## config.mk

```make
export PLATFORM = sky130hd
export DESIGN_NAME = mips_mc_control
export DESIGN_NICKNAME = d
export VERILOG_FILES = /design/src/rtl/mips_mc_control.sv
export SDC_FILE = /design/constraint.sdc
export NUM_CORES = 1
export LEC_CHECK = 0
export CAP_MARGIN = 20
export CELL_PAD_IN_SITES_DETAIL_PLACEMENT = 1
export CELL_PAD_IN_SITES_GLOBAL_PLACEMENT = 1
export CORE_MARGIN = 10
export CORE_UTILIZATION = 33
export DETAILED_ROUTE_END_ITERATION = 16
export PLACE_DENSITY = 0.9
export SYNTH_ARGS = -nofsm -noshare
export SYNTH_HDL_FRONTEND = slang
export SYNTH_SLANG_ARGS = --single-unit
```

## constraint.sdc

```tcl
create_clock -name clk -period 3 [get_ports clk]
set_clock_uncertainty 0.15 [all_clocks]
set_input_delay 0.6 -clock clk [delete_from_list [all_inputs] [get_ports clk]]
set_output_delay 0.6 -clock clk [all_outputs]
set_load 0.1 [all_outputs]
```

## src/rtl/mips_mc_control.sv

```systemverilog
// Multicycle MIPS control unit: Moore FSM sequencing fetch/decode/execute/memory
// steps, with a bounded wait on mem_ready and sticky error flags.
module mips_mc_control #(
    parameter int unsigned TIMEOUT = 16
) (
    input  logic       clk,
    input  logic       rst_n,
    input  logic [5:0] op,
    input  logic [5:0] funct,
    input  logic       zero,
    input  logic       mem_ready,
    output logic       pcen,
    output logic       irwrite,
    output logic       regwrite,
    output logic       memwrite,
    output logic       iord,
    output logic       alusrca,
    output logic       regdst,
    output logic       memtoreg,
    output logic [1:0] alusrcb,
    output logic [1:0] pcsrc,
    output logic [2:0] alucontrol,
    output logic [3:0] state,
    output logic       illegal_op,
    output logic       mem_timeout
);

    typedef enum logic [3:0] {
        S_FETCH   = 4'd0,
        S_DECODE  = 4'd1,
        S_MEMADR  = 4'd2,
        S_MEMRD   = 4'd3,
        S_MEMWB   = 4'd4,
        S_MEMWR   = 4'd5,
        S_RTYPEEX = 4'd6,
        S_RTYPEWB = 4'd7,
        S_BEQEX   = 4'd8,
        S_ADDIEX  = 4'd9,
        S_ADDIWB  = 4'd10,
        S_JEX     = 4'd11
    } state_t;

    localparam logic [5:0] OP_LW   = 6'b100011;
    localparam logic [5:0] OP_SW   = 6'b101011;
    localparam logic [5:0] OP_RTYP = 6'b000000;
    localparam logic [5:0] OP_BEQ  = 6'b000100;
    localparam logic [5:0] OP_ADDI = 6'b001000;
    localparam logic [5:0] OP_J    = 6'b000010;
    localparam logic [7:0] CNT_MAX = 8'(TIMEOUT - 1);

    state_t     r_state;
    state_t     w_next;
    state_t     w_dstate;
    logic [7:0] r_cnt;
    logic       r_illegal;
    logic       r_timeout;
    logic       w_waiting;
    logic       w_timeout;
    logic       w_illegal;
    logic       w_pcwrite;
    logic       w_branch;
    logic       w_irw;
    logic [1:0] w_aluop;

    // Wait states hold until mem_ready, bounded by the counter.
    always_comb begin
        w_waiting = (r_state == S_FETCH) || (r_state == S_MEMRD) || (r_state == S_MEMWR);
        w_timeout = w_waiting && !mem_ready && (r_cnt == CNT_MAX);
        w_illegal = 1'b0;
        w_next    = S_FETCH;
        case (r_state)
            S_FETCH:  w_next = (mem_ready) ? S_DECODE : (w_timeout ? S_FETCH : S_FETCH);
            S_DECODE: begin
                case (op)
                    OP_LW, OP_SW: w_next = S_MEMADR;
                    OP_RTYP:      w_next = S_RTYPEEX;
                    OP_BEQ:       w_next = S_BEQEX;
                    OP_ADDI:      w_next = S_ADDIEX;
                    OP_J:         w_next = S_JEX;
                    default: begin
                        w_next    = S_FETCH;
                        w_illegal = 1'b1;
                    end
                endcase
            end
            S_MEMADR: begin
                if (op == OP_LW)      w_next = S_MEMRD;
                else if (op == OP_SW) w_next = S_MEMWR;
                else                  w_next = S_FETCH;
            end
            S_MEMRD:   w_next = mem_ready ? S_MEMWB : (w_timeout ? S_FETCH : S_MEMRD);
            S_MEMWR:   w_next = S_FETCH;
            S_RTYPEEX: w_next = S_RTYPEWB;
            S_ADDIEX:  w_next = S_ADDIWB;
            default:   w_next = S_FETCH;
        endcase
        if (r_state == S_MEMWR && !mem_ready && !w_timeout)
            w_next = S_MEMWR;
    end

    // Counter is only non-zero while stalled, so clearing on every non-stall
    // cycle is equivalent to clearing on entry to a wait state.
    always_ff @(posedge clk) begin
        if (!rst_n) begin
            r_state   <= S_FETCH;
            r_cnt     <= '0;
            r_illegal <= 1'b0;
            r_timeout <= 1'b0;
        end else begin
            r_state <= w_next;
            if (w_waiting && !mem_ready && !w_timeout)
                r_cnt <= r_cnt + 8'd1;
            else
                r_cnt <= '0;
            if (w_illegal) r_illegal <= 1'b1;
            if (w_timeout) r_timeout <= 1'b1;
        end
    end

    always_comb begin
        w_dstate  = rst_n ? r_state : S_FETCH;
        w_pcwrite = 1'b0;
        w_branch  = 1'b0;
        w_irw     = 1'b0;
        w_aluop   = 2'b00;
        regwrite  = 1'b0;
        memwrite  = 1'b0;
        iord      = 1'b0;
        alusrca   = 1'b0;
        regdst    = 1'b0;
        memtoreg  = 1'b0;
        alusrcb   = 2'b00;
        pcsrc     = 2'b00;
        case (w_dstate)
            S_FETCH: begin
                alusrcb   = 2'b01;
                w_irw     = mem_ready;
                w_pcwrite = mem_ready;
            end
            S_DECODE: alusrcb = 2'b11;
            S_MEMADR: begin
                alusrca = 1'b1;
                alusrcb = 2'b10;
            end
            S_MEMRD: iord = 1'b1;
            S_MEMWB: begin
                memtoreg = 1'b1;
                regwrite = 1'b1;
            end
            S_MEMWR: begin
                iord     = 1'b1;
                memwrite = !w_timeout;
            end
            S_RTYPEEX: begin
                alusrca = 1'b1;
                w_aluop = 2'b10;
            end
            S_RTYPEWB: begin
                regdst   = 1'b1;
                regwrite = 1'b1;
            end
            S_BEQEX: begin
                alusrca  = 1'b1;
                w_aluop  = 2'b01;
                pcsrc    = 2'b01;
                w_branch = 1'b1;
            end
            S_ADDIEX: begin
                alusrca = 1'b1;
                alusrcb = 2'b10;
            end
            S_ADDIWB: regwrite = 1'b1;
            S_JEX: begin
                pcsrc     = 2'b10;
                w_pcwrite = 1'b1;
            end
            default: ;
        endcase
        irwrite = rst_n & w_irw;
        pcen    = rst_n & (w_pcwrite | (w_branch & zero));
        state   = w_dstate;
        case (w_aluop)
            2'b01:   alucontrol = 3'b110;
            2'b10: begin
                case (funct)
                    6'b100010: alucontrol = 3'b110;
                    6'b100100: alucontrol = 3'b000;
                    6'b100101: alucontrol = 3'b001;
                    6'b101010: alucontrol = 3'b111;
                    default:   alucontrol = 3'b010;
                endcase
            end
            default: alucontrol = 3'b010;
        endcase
    end

    assign illegal_op  = r_illegal;
    assign mem_timeout = r_timeout;

endmodule

```

### Word level (Yosys, flattened, before mapping)

Cells that the tools add are included.

| cells by class | value |
|---|---|
| reduce and logical (&&, ||, !) cells | 20 |
| add/sub/neg operators | 1 |
| eq/ne operators | 29 |
| multiplexer cells | 25 |
| bitwise gates (word level) | 5 |

Operator list:

| cell | count |
|---|---|
| equality test 6 bit (second input constant) | 6 |
| equality test 4 x 3 -> 1 bit (second input constant) | 6 |
| one-hot mux 4 bit (6 select lines) | 1 |
| equality test 4 bit (second input constant) | 5 |
| one-hot mux 4 bit (5 select lines) | 1 |
| equality test 4 x 2 -> 1 bit (second input constant) | 4 |
| 2-to-1 mux 3 bit | 4 |
| one-hot mux 3 bit (4 select lines) | 1 |
| 2-to-1 mux 1 bit | 11 |
| adder 8 x 1 -> 8 bit (second input constant) | 1 |
| equality test 4 x 1 -> 1 bit (second input constant) | 2 |
| equality test 8 x 4 -> 1 bit (second input constant) | 1 |
| logical NOT 4 bit | 2 |
| one-hot mux 2 bit (2 select lines) | 2 |
| OR reduction 2 bit | 4 |
| equality test 6 x 2 -> 1 bit (second input constant) | 1 |
| equality test 6 x 3 -> 1 bit (second input constant) | 1 |
| equality test 6 x 4 -> 1 bit (second input constant) | 1 |
| logical NOT 6 bit | 1 |
| one-hot mux 2 bit (3 select lines) | 1 |
| one-hot mux 3 bit (2 select lines) | 1 |
| OR reduction 6 bit | 1 |
| logical AND 1 bit | 5 |
| 2-to-1 mux 4 bit | 1 |
| 12 further kinds | 16 |

| word-level totals | value |
|---|---|
| logic and storage cells | 85 |
| output and inout port bits | 21 |
| input port bits | 16 |
| flip-flop bits (word level) | 14 |

### Depth between registers and ports, before layout

Gate-level depths: netlist of run 1.

| logic depth | value |
|---|---|
| depth in word-level cells | 9 |
| gate-level depth with buffers | 9 |
| mapped depth without buffers | 7 |

### Worst setup path after synthesis of run 1

Ideal clock, no wire load.

| path | value |
|---|---|
| path kind | input -> output |
| from | input port rst_n |
| to | output port alusrca |
| stages | 7 |
| setup slack | -2200 ps |
| buffers on the path | 1 |
| required time | 2250 ps |
| data arrival time | 4450 ps |
| cells stage by stage | buf_2 and2_1 nand2_1 nor2_1 inv_1 ha_1 o21ai_1 |

| between the ends | value |
|---|---|
| longest elaborated chain between the ends | 4 |
| elaborated cells on any way between the ends | 7 |
| classes of those cells | eq/ne: 4; mux: 2; reduce/logical: 1 |

RTL lines:

| item | line | RTL |
|---|---|---|
| from (decl) | 7 | `input logic rst_n,` |
| 2-to-1 mux 4 bit (*) | 121 | `w_dstate = rst_n ? r_state : S_FETCH;` |
| via state[3] | 23 | `output logic [3:0] state,` |
| equality test 4 bit (tied with other cells) | 134 | `case (w_dstate)` |
| OR reduction 4 bit (no source line) (*) | n/a |  |
| 2-to-1 mux 1 bit (*) | 134 |  |
| to (decl) | 17 | `output logic alusrca,` |

The timed path passes the listed nets; every way through them passes the cells marked *.

### Worst setup path after layout of run 1

| path | value |
|---|---|
| from | input port mem_ready |
| to | output port memwrite |

| between the ends | value |
|---|---|
| longest elaborated chain between the ends | 5 |

RTL lines:

| item | line | RTL |
|---|---|---|
| from (decl) | 11 | `input logic mem_ready,` |
| logical NOT 1 bit | 68 | `w_timeout = w_waiting && !mem_ready && (r_cnt == CNT_MAX);` |
| logical AND 1 bit (2 in series) | 68 |  |
| logical NOT 1 bit | 152 | `memwrite = !w_timeout;` |
| 2-to-1 mux 1 bit | 134 |  |
| to (decl) | 15 | `output logic memwrite,` |

No other way between the ends.

==> results.json, run 1 <==
{
  "clk_path_buf_depth": 2,
  "rr_worst_depth": 6,
  "clk_pin_slew_worst_paths_ns": 0.08,
  "place_congestion": 0.8801,
  "cp_data_arrival_time_ns": 2.17,
  "drtIter0Drc": 55,
  "finalNetCount": 220,
  "crit_buf_inv": 2,
  "end_kind": "primary output",
  "setup_viol": 0,
  "synth_warnings": 0,
  "max-cap-violations": 0,
  "yosys_register_bits": 14,
  "antenna_found_initial": 0,
  "post_synth.cell_area_avg_sq_um": 7.759,
  "ant_nets": 0,
  "status": "complete, no violations",
  "p_int_uw": 291.8,
  "cpMaxStageDelayCell": "clkdlybuf4s50_1",
  "fmax_mhz": 342.5,
  "final_common_cell": "buf_12",
  "crit_cells": 6,
  "grt_pass1_wl_um": 7748,
  "worst_pin_slew_ns": 0.5873,
  "rows": 21,
  "rsz0062_at_grt": "no",
  "via_count": 1332,
  "first_global_vias": 1458,
  "detail_route.wl_per_cell_um": 20.71,
  "postCtsSetupBuffers": 0,
  "cts_tree": "built",
  "die-area_sq_um": 6271,
  "dp.cells": 241,
  "initial_core_util_pct": 34.38,
  "hpwl_um": 4040,
  "min_period_ns": 2.920,
  "setup_slack_ns": 0.08006,
  "wl_um": 5054,
  "slowest_delay_ns": 0.48,
  "hold_ws_ns": 0.3153,
  "synthToLayoutAreaGrowth_pct": 75.76,
  "final_cell_mix": "buf_12, buf_4, clkdlybuf4s50_1",
  "remaining_drc_errors": 0,
  "cp_top_family": "simple AND/OR/NAND/NOR gates",
  "num_antenna_cells": 0,
  "post-route-util_pct": 60.42,
  "crit_required_ns": 2.25,
  "slew_violations": 0,
  "slew_headroom_pct": 60.32,
  "pwr-share-clk_pct": 25.1,
  "synth_edf_count": 0,
  "p_per_area_nw_per_um2": 216.6,
  "die_y_um": 79.19,
  "cts_sinks": 14,
  "io_buffer_count": 36,
  "boundaryPins": 37,
  "power_frac_comb_pct": 30.8,
  "grt.total_usage_pct": 15.44,
  "whs_path_depth": 1,
  "htree_levels": 1,
  "crit_chain": "clkdlybuf4s50_1 -> or4_4 -> o22ai_4 -> and2_1 -> nor4_4 -> buf_12",
  "cts_root_buffer": "clkbuf_4",
  "synth_ff_type": "dfxtp_1",
  "syn-num-nets": 169,
  "switchingPower_uw": 148.4,
  "syn-cell-area_sq_um": 1156,
  "yosysSeqAreaShare_pct": 24.24,
  "fin_crit_sh_pct": 97.33,
  "synthCells": 149,
  "async_flop_share_pct": 0,
  "layoutNonFillerInstCount": 244,
  "place_ws_ns": -0.2544,
  "dr.pass1.iters": 4,
  "grt_max_degree": 13,
  "leakage_uw": 0.0007676,
  "synth_cell_types": 47,
  "insertion_delay_ns": 0.29,
  "hold_path.class": "reg2reg",
  "vias_per_cell": 5.459,
  "overflow": 0,
  "crit_type": "in2out",
  "cts_made_buffers": 3,
  "die-width_um": 79.19,
  "core_sq_um": 3363,
  "startpoint_type": "input pin",
  "path_max_fanout": 4,
  "swShare_pct": 33.70,
  "vdd_drop_max_uv": 187.7,
  "drive_gt1_share_pct": 40.91,
  "power_frac_seq_pct": 44.1,
  "finalHoldViolCount": 0
}
[kinds of logic after synthesis]
| kind of cell | Yosys count | synth area share (%) |
|---|---|---|
| compound gates | 26 | 16.77 |
| xor+xnor | 9 | 6.818 |
| fa+ha+maj | 4 | 4.329 |
| buf+inv | 14 | 5.519 |
| flops | 14 | 24.24 |
| mux | 1 | 0.8658 |
| simple gates | 81 | 41.45 |
[power groups by stage]
stage	sequential [uW]	combinational (uW)	clock, uW
2_1_floorplan	204	70.7	0
3_3_place_gp	197	129	0
3_5_place_dp	198	135	0
4_1_cts	193	135	112
5_1_grt	194	143	124
6_report	194	136	111
[cell type report]
| class | instances | area, sq um |
|---|---|---|
| well taps | 46 | 57.56 |
| repair buffers | 53 | 680.7 |
| inverters | 7 | 30.03 |
| fillers | 407 | 1331 |
| multi-input cells | 121 | 957.2 |
| flip-flops and latches | 14 | 284.0 |
| clock buffers | 3 | 22.52 |
[state kept, by name, indices dropped and copies added, names as in the netlist]
name and flops:
r_cnt 8, illegal_op 1, r_state 4, mem_timeout 1
[what timing repair did]
item,CTS,global route
hold buffers,0,0
gates resized for setup,3,5
setup endpoints to repair,5,2
gates cloned,0,0
pin swaps,0,1
[worst reg2reg max path: cells and delay by family, from the launching register on]
kind / cells / cell delay, ns
simple gates: 1 / 0.57
buf+inv: 2 / 0.39
compound gates: 3 / 0.42
flops: 1 / 0.42
[synth_stat cells, drive strengths merged, types with 4 or more instances]
cell type | n | area (sq um)
xor2 | 4 | 35.03
a31oi | 4 | 25.02
nand2 | 13 | 48.80
nor2 | 24 | 110.1
nor2b | 5 | 31.28
buf | 4 | 26.27
ha | 4 | 50.05
nand3 | 4 | 20.02
and2 | 5 | 31.28
o21ai | 5 | 25.02
nor4 | 4 | 25.02
inv | 7 | 26.28
xnor2 | 5 | 43.79
nor3 | 5 | 25.02
dfxtp | 14 | 280.3
[per-layer routing]
layer	vias up	global-route usage, %	wire length [um]	share of wire [%]
li1	628	-	-	-
met1	660	16.29	1948	39
met2	32	28.79	2733	54
met3	12	4.279	198	3.9
met4	0	4.839	174	3.4
met5	-	0	0	0
[worst paths after layout]
kind / from / to / slack, ns
hold reg to reg: r_cnt[0] / r_cnt[0] / 0.32
setup / recovery: mem_ready / memwrite / 0.08
setup reg to reg: r_state[2] / r_state[0] / 0.94
hold / removal: r_cnt[0] / r_cnt[0] / 0.32
[through the flow]
step | power, uW | setup TNS [ns] | area, sq um
floorplan | 274.3 | -0.8478 | 1314
global placement | 325.6 | -0.2740 | 2002
detailed placement | 332.2 | -0.7565 | 2002
CTS | 440.2 | 0 | 2031
global route | 461.5 | 0 | 2032
finish | 440.2 | 0 | 2032
(Power assumes the default switching activity.)
==> run 2: changes to the inputs <==
CORE_ASPECT_RATIO = 1.4   (was unset)
==> run 2 against run 1 <==
Effect of this change: critical path depth stayed put; sequential share of layout area is 0.47 points lower; combinational power hardly changed; setup slack worse by 0.015 ns; count of clock-buffer cells in the layout is 1 higher; highest routed layer unchanged; via count is 2.0% lower; largest power group unchanged; sequential cell count stayed put; sequential power hardly changed; worst hold slack worse by 0.011 ns; first-iteration DRC count is 29% lower.
==> results.json, run 2 (same netlist as run 1, synthesis figures left out) <==
{
  "status": "complete, no violations",
  "grt.total_usage_pct": 13.77,
  "remaining_drc_errors": 0,
  "cts_made_buffers": 3,
  "vias_per_cell": 5.442,
  "cts_tree": "built",
  "leakage_uw": 0.0008113,
  "crit_type": "in2out",
  "wl_met3_um": 157,
  "wl_met1_um": 1618,
  "antenna_found_initial": 0,
  "setup_slack_ns": 0.06522,
  "reg2reg_slack_ns": 1.04,
  "worst_pin_slew_ns": 0.5271,
  "multi_input_area_sq_um": 968.4,
  "top_layer_used": "met4",
  "overflow": 0,
  "final_common_cell": "buf_12",
  "fmax_mhz": 340.7,
  "rsz0062_at_grt": "no",
  "cp_data_arrival_time_ns": 2.18,
  "max-cap-violations": 0,
  "fin_crit_sh_pct": 97.83,
  "min_period_ns": 2.935,
  "core_sq_um": 3378,
  "initial_core_util_pct": 34.22,
  "die_y_um": 90.03,
  "reg_top3": "r_cnt x8, r_state x4",
  "dr_wl_met2_um": 2625,
  "finalPower_uw": 512.8,
  "slew_headroom_pct": 64.38,
  "num_antenna_cells": 0,
  "hpwl_um": 3928,
  "grt_max_degree": 12,
  "io_buffer_count": 36,
  "slew_violations": 0,
  "crit_required_ns": 2.25,
  "startpoint_type": "input pin",
  "regMostFlops": "r_cnt",
  "p_per_area_nw_per_um2": 247.2,
  "grt_pass1_wl_um": 7403,
  "finalHoldViolCount": 0,
  "htree_levels": 1,
  "boundaryPins": 37,
  "drtIter0Drc": 39,
  "synthToLayoutAreaGrowth_pct": 79.44,
  "hold_path.class": "reg2reg",
  "dr.pass1.iters": 3,
  "clk_pin_slew_worst_paths_ns": 0.06,
  "regArea_sq_um": 280.3,
  "largest_register_ffs": 8,
  "ant_nets": 0,
  "detail_route.wl_per_cell_um": 18.60,
  "wl_um": 4465,
  "end_kind": "primary output",
  "drive_gt1_share_pct": 40.50,
  "die-width_um": 70.03,
  "die-area_sq_um": 6304,
  "via_count": 1306,
  "place_ws_ns": -0.1071,
  "cts_sinks": 14,
  "first_global_vias": 1524,
  "clk_path_buf_depth": 2,
  "vdd_drop_max_uv": 233.1,
  "path_max_fanout": 4,
  "setup_viol": 0,
  "insertion_delay_ns": 0.24,
  "finalNetCount": 221,
  "cts-hold-fix-buffers": 0,
  "cts_root_buffer": "clkbuf_8",
  "place_congestion": 0.8999,
  "fill_cells": 368,
  "rows": 25,
  "final_cell_mix": "buf_12, buf_4, dfxtp_1, clkdlybuf4s50_1"
}
## run 2: final cells by class
type                            count  area share [%]
Sequential cell                    14           13.51
Clock buffer                        4           2.654
Inverter                            7           1.448
Multi-Input combinational cell    121           46.68
Timing Repair Buffer               54           33.29
Tap cell                           40           2.413
## run 2: stage by stage
step                      area (sq um)  hold WS (ns)  setup TNS (ns)  util [%]  std cells
after floorplan                   1314        0.2776         -0.8478         -        149
after global placement            1982        0.2871               0     58.67        235
after detailed placement          1982        0.2928         -0.1347     58.67        235
after CTS                         2064        0.3091               0     61.11        239
after global routing              2074        0.3369               0     61.41        240
final                             2074        0.3046               0     61.41        240
## run 2: worst max-delay path: stages
cell and delay [ns]:
clkdlybuf4s50_1 0.50, or4_4 0.47, o22ai_4 0.17, and2_1 0.22, nor4_4 0.06, buf_12 0.17
## run 2: path summary, 6_finish.rpt
path | from | cells after the start | end
max reg2reg | r_state[0] | 6 | r_cnt[5]
min | r_cnt[0] | 1 | r_cnt[0]
min reg2reg | r_cnt[0] | 1 | r_cnt[0]
max | mem_ready | 6 | memwrite
## run 2: report_power, final
group	switching [uW]	leakage [uW]	internal, uW
registers	4.42	0.000113	189
logic	79.6	0.000669	58.1
clock network	65.2	0.0000288	116
total	149	0.000811	364
## run 2: repair_timing
action | in CTS | in global routing
gates resized for setup | 6 | 2
buffers inserted | 0 | 1
pin swaps | 2 | 1
gates cloned | 0 | 0
endpoints found under the setup margin | 3 | 3
## run 2: metal layers
| layer | vias to the layer above | GRT usage [%] |
|---|---|---|
| li1 | 630 | - |
| met1 | 632 | 12.37 |
| met2 | 36 | 29.24 |
| met3 | 8 | 2.420 |
| met4 | 0 | 3.465 |
| met5 | - | 0 |
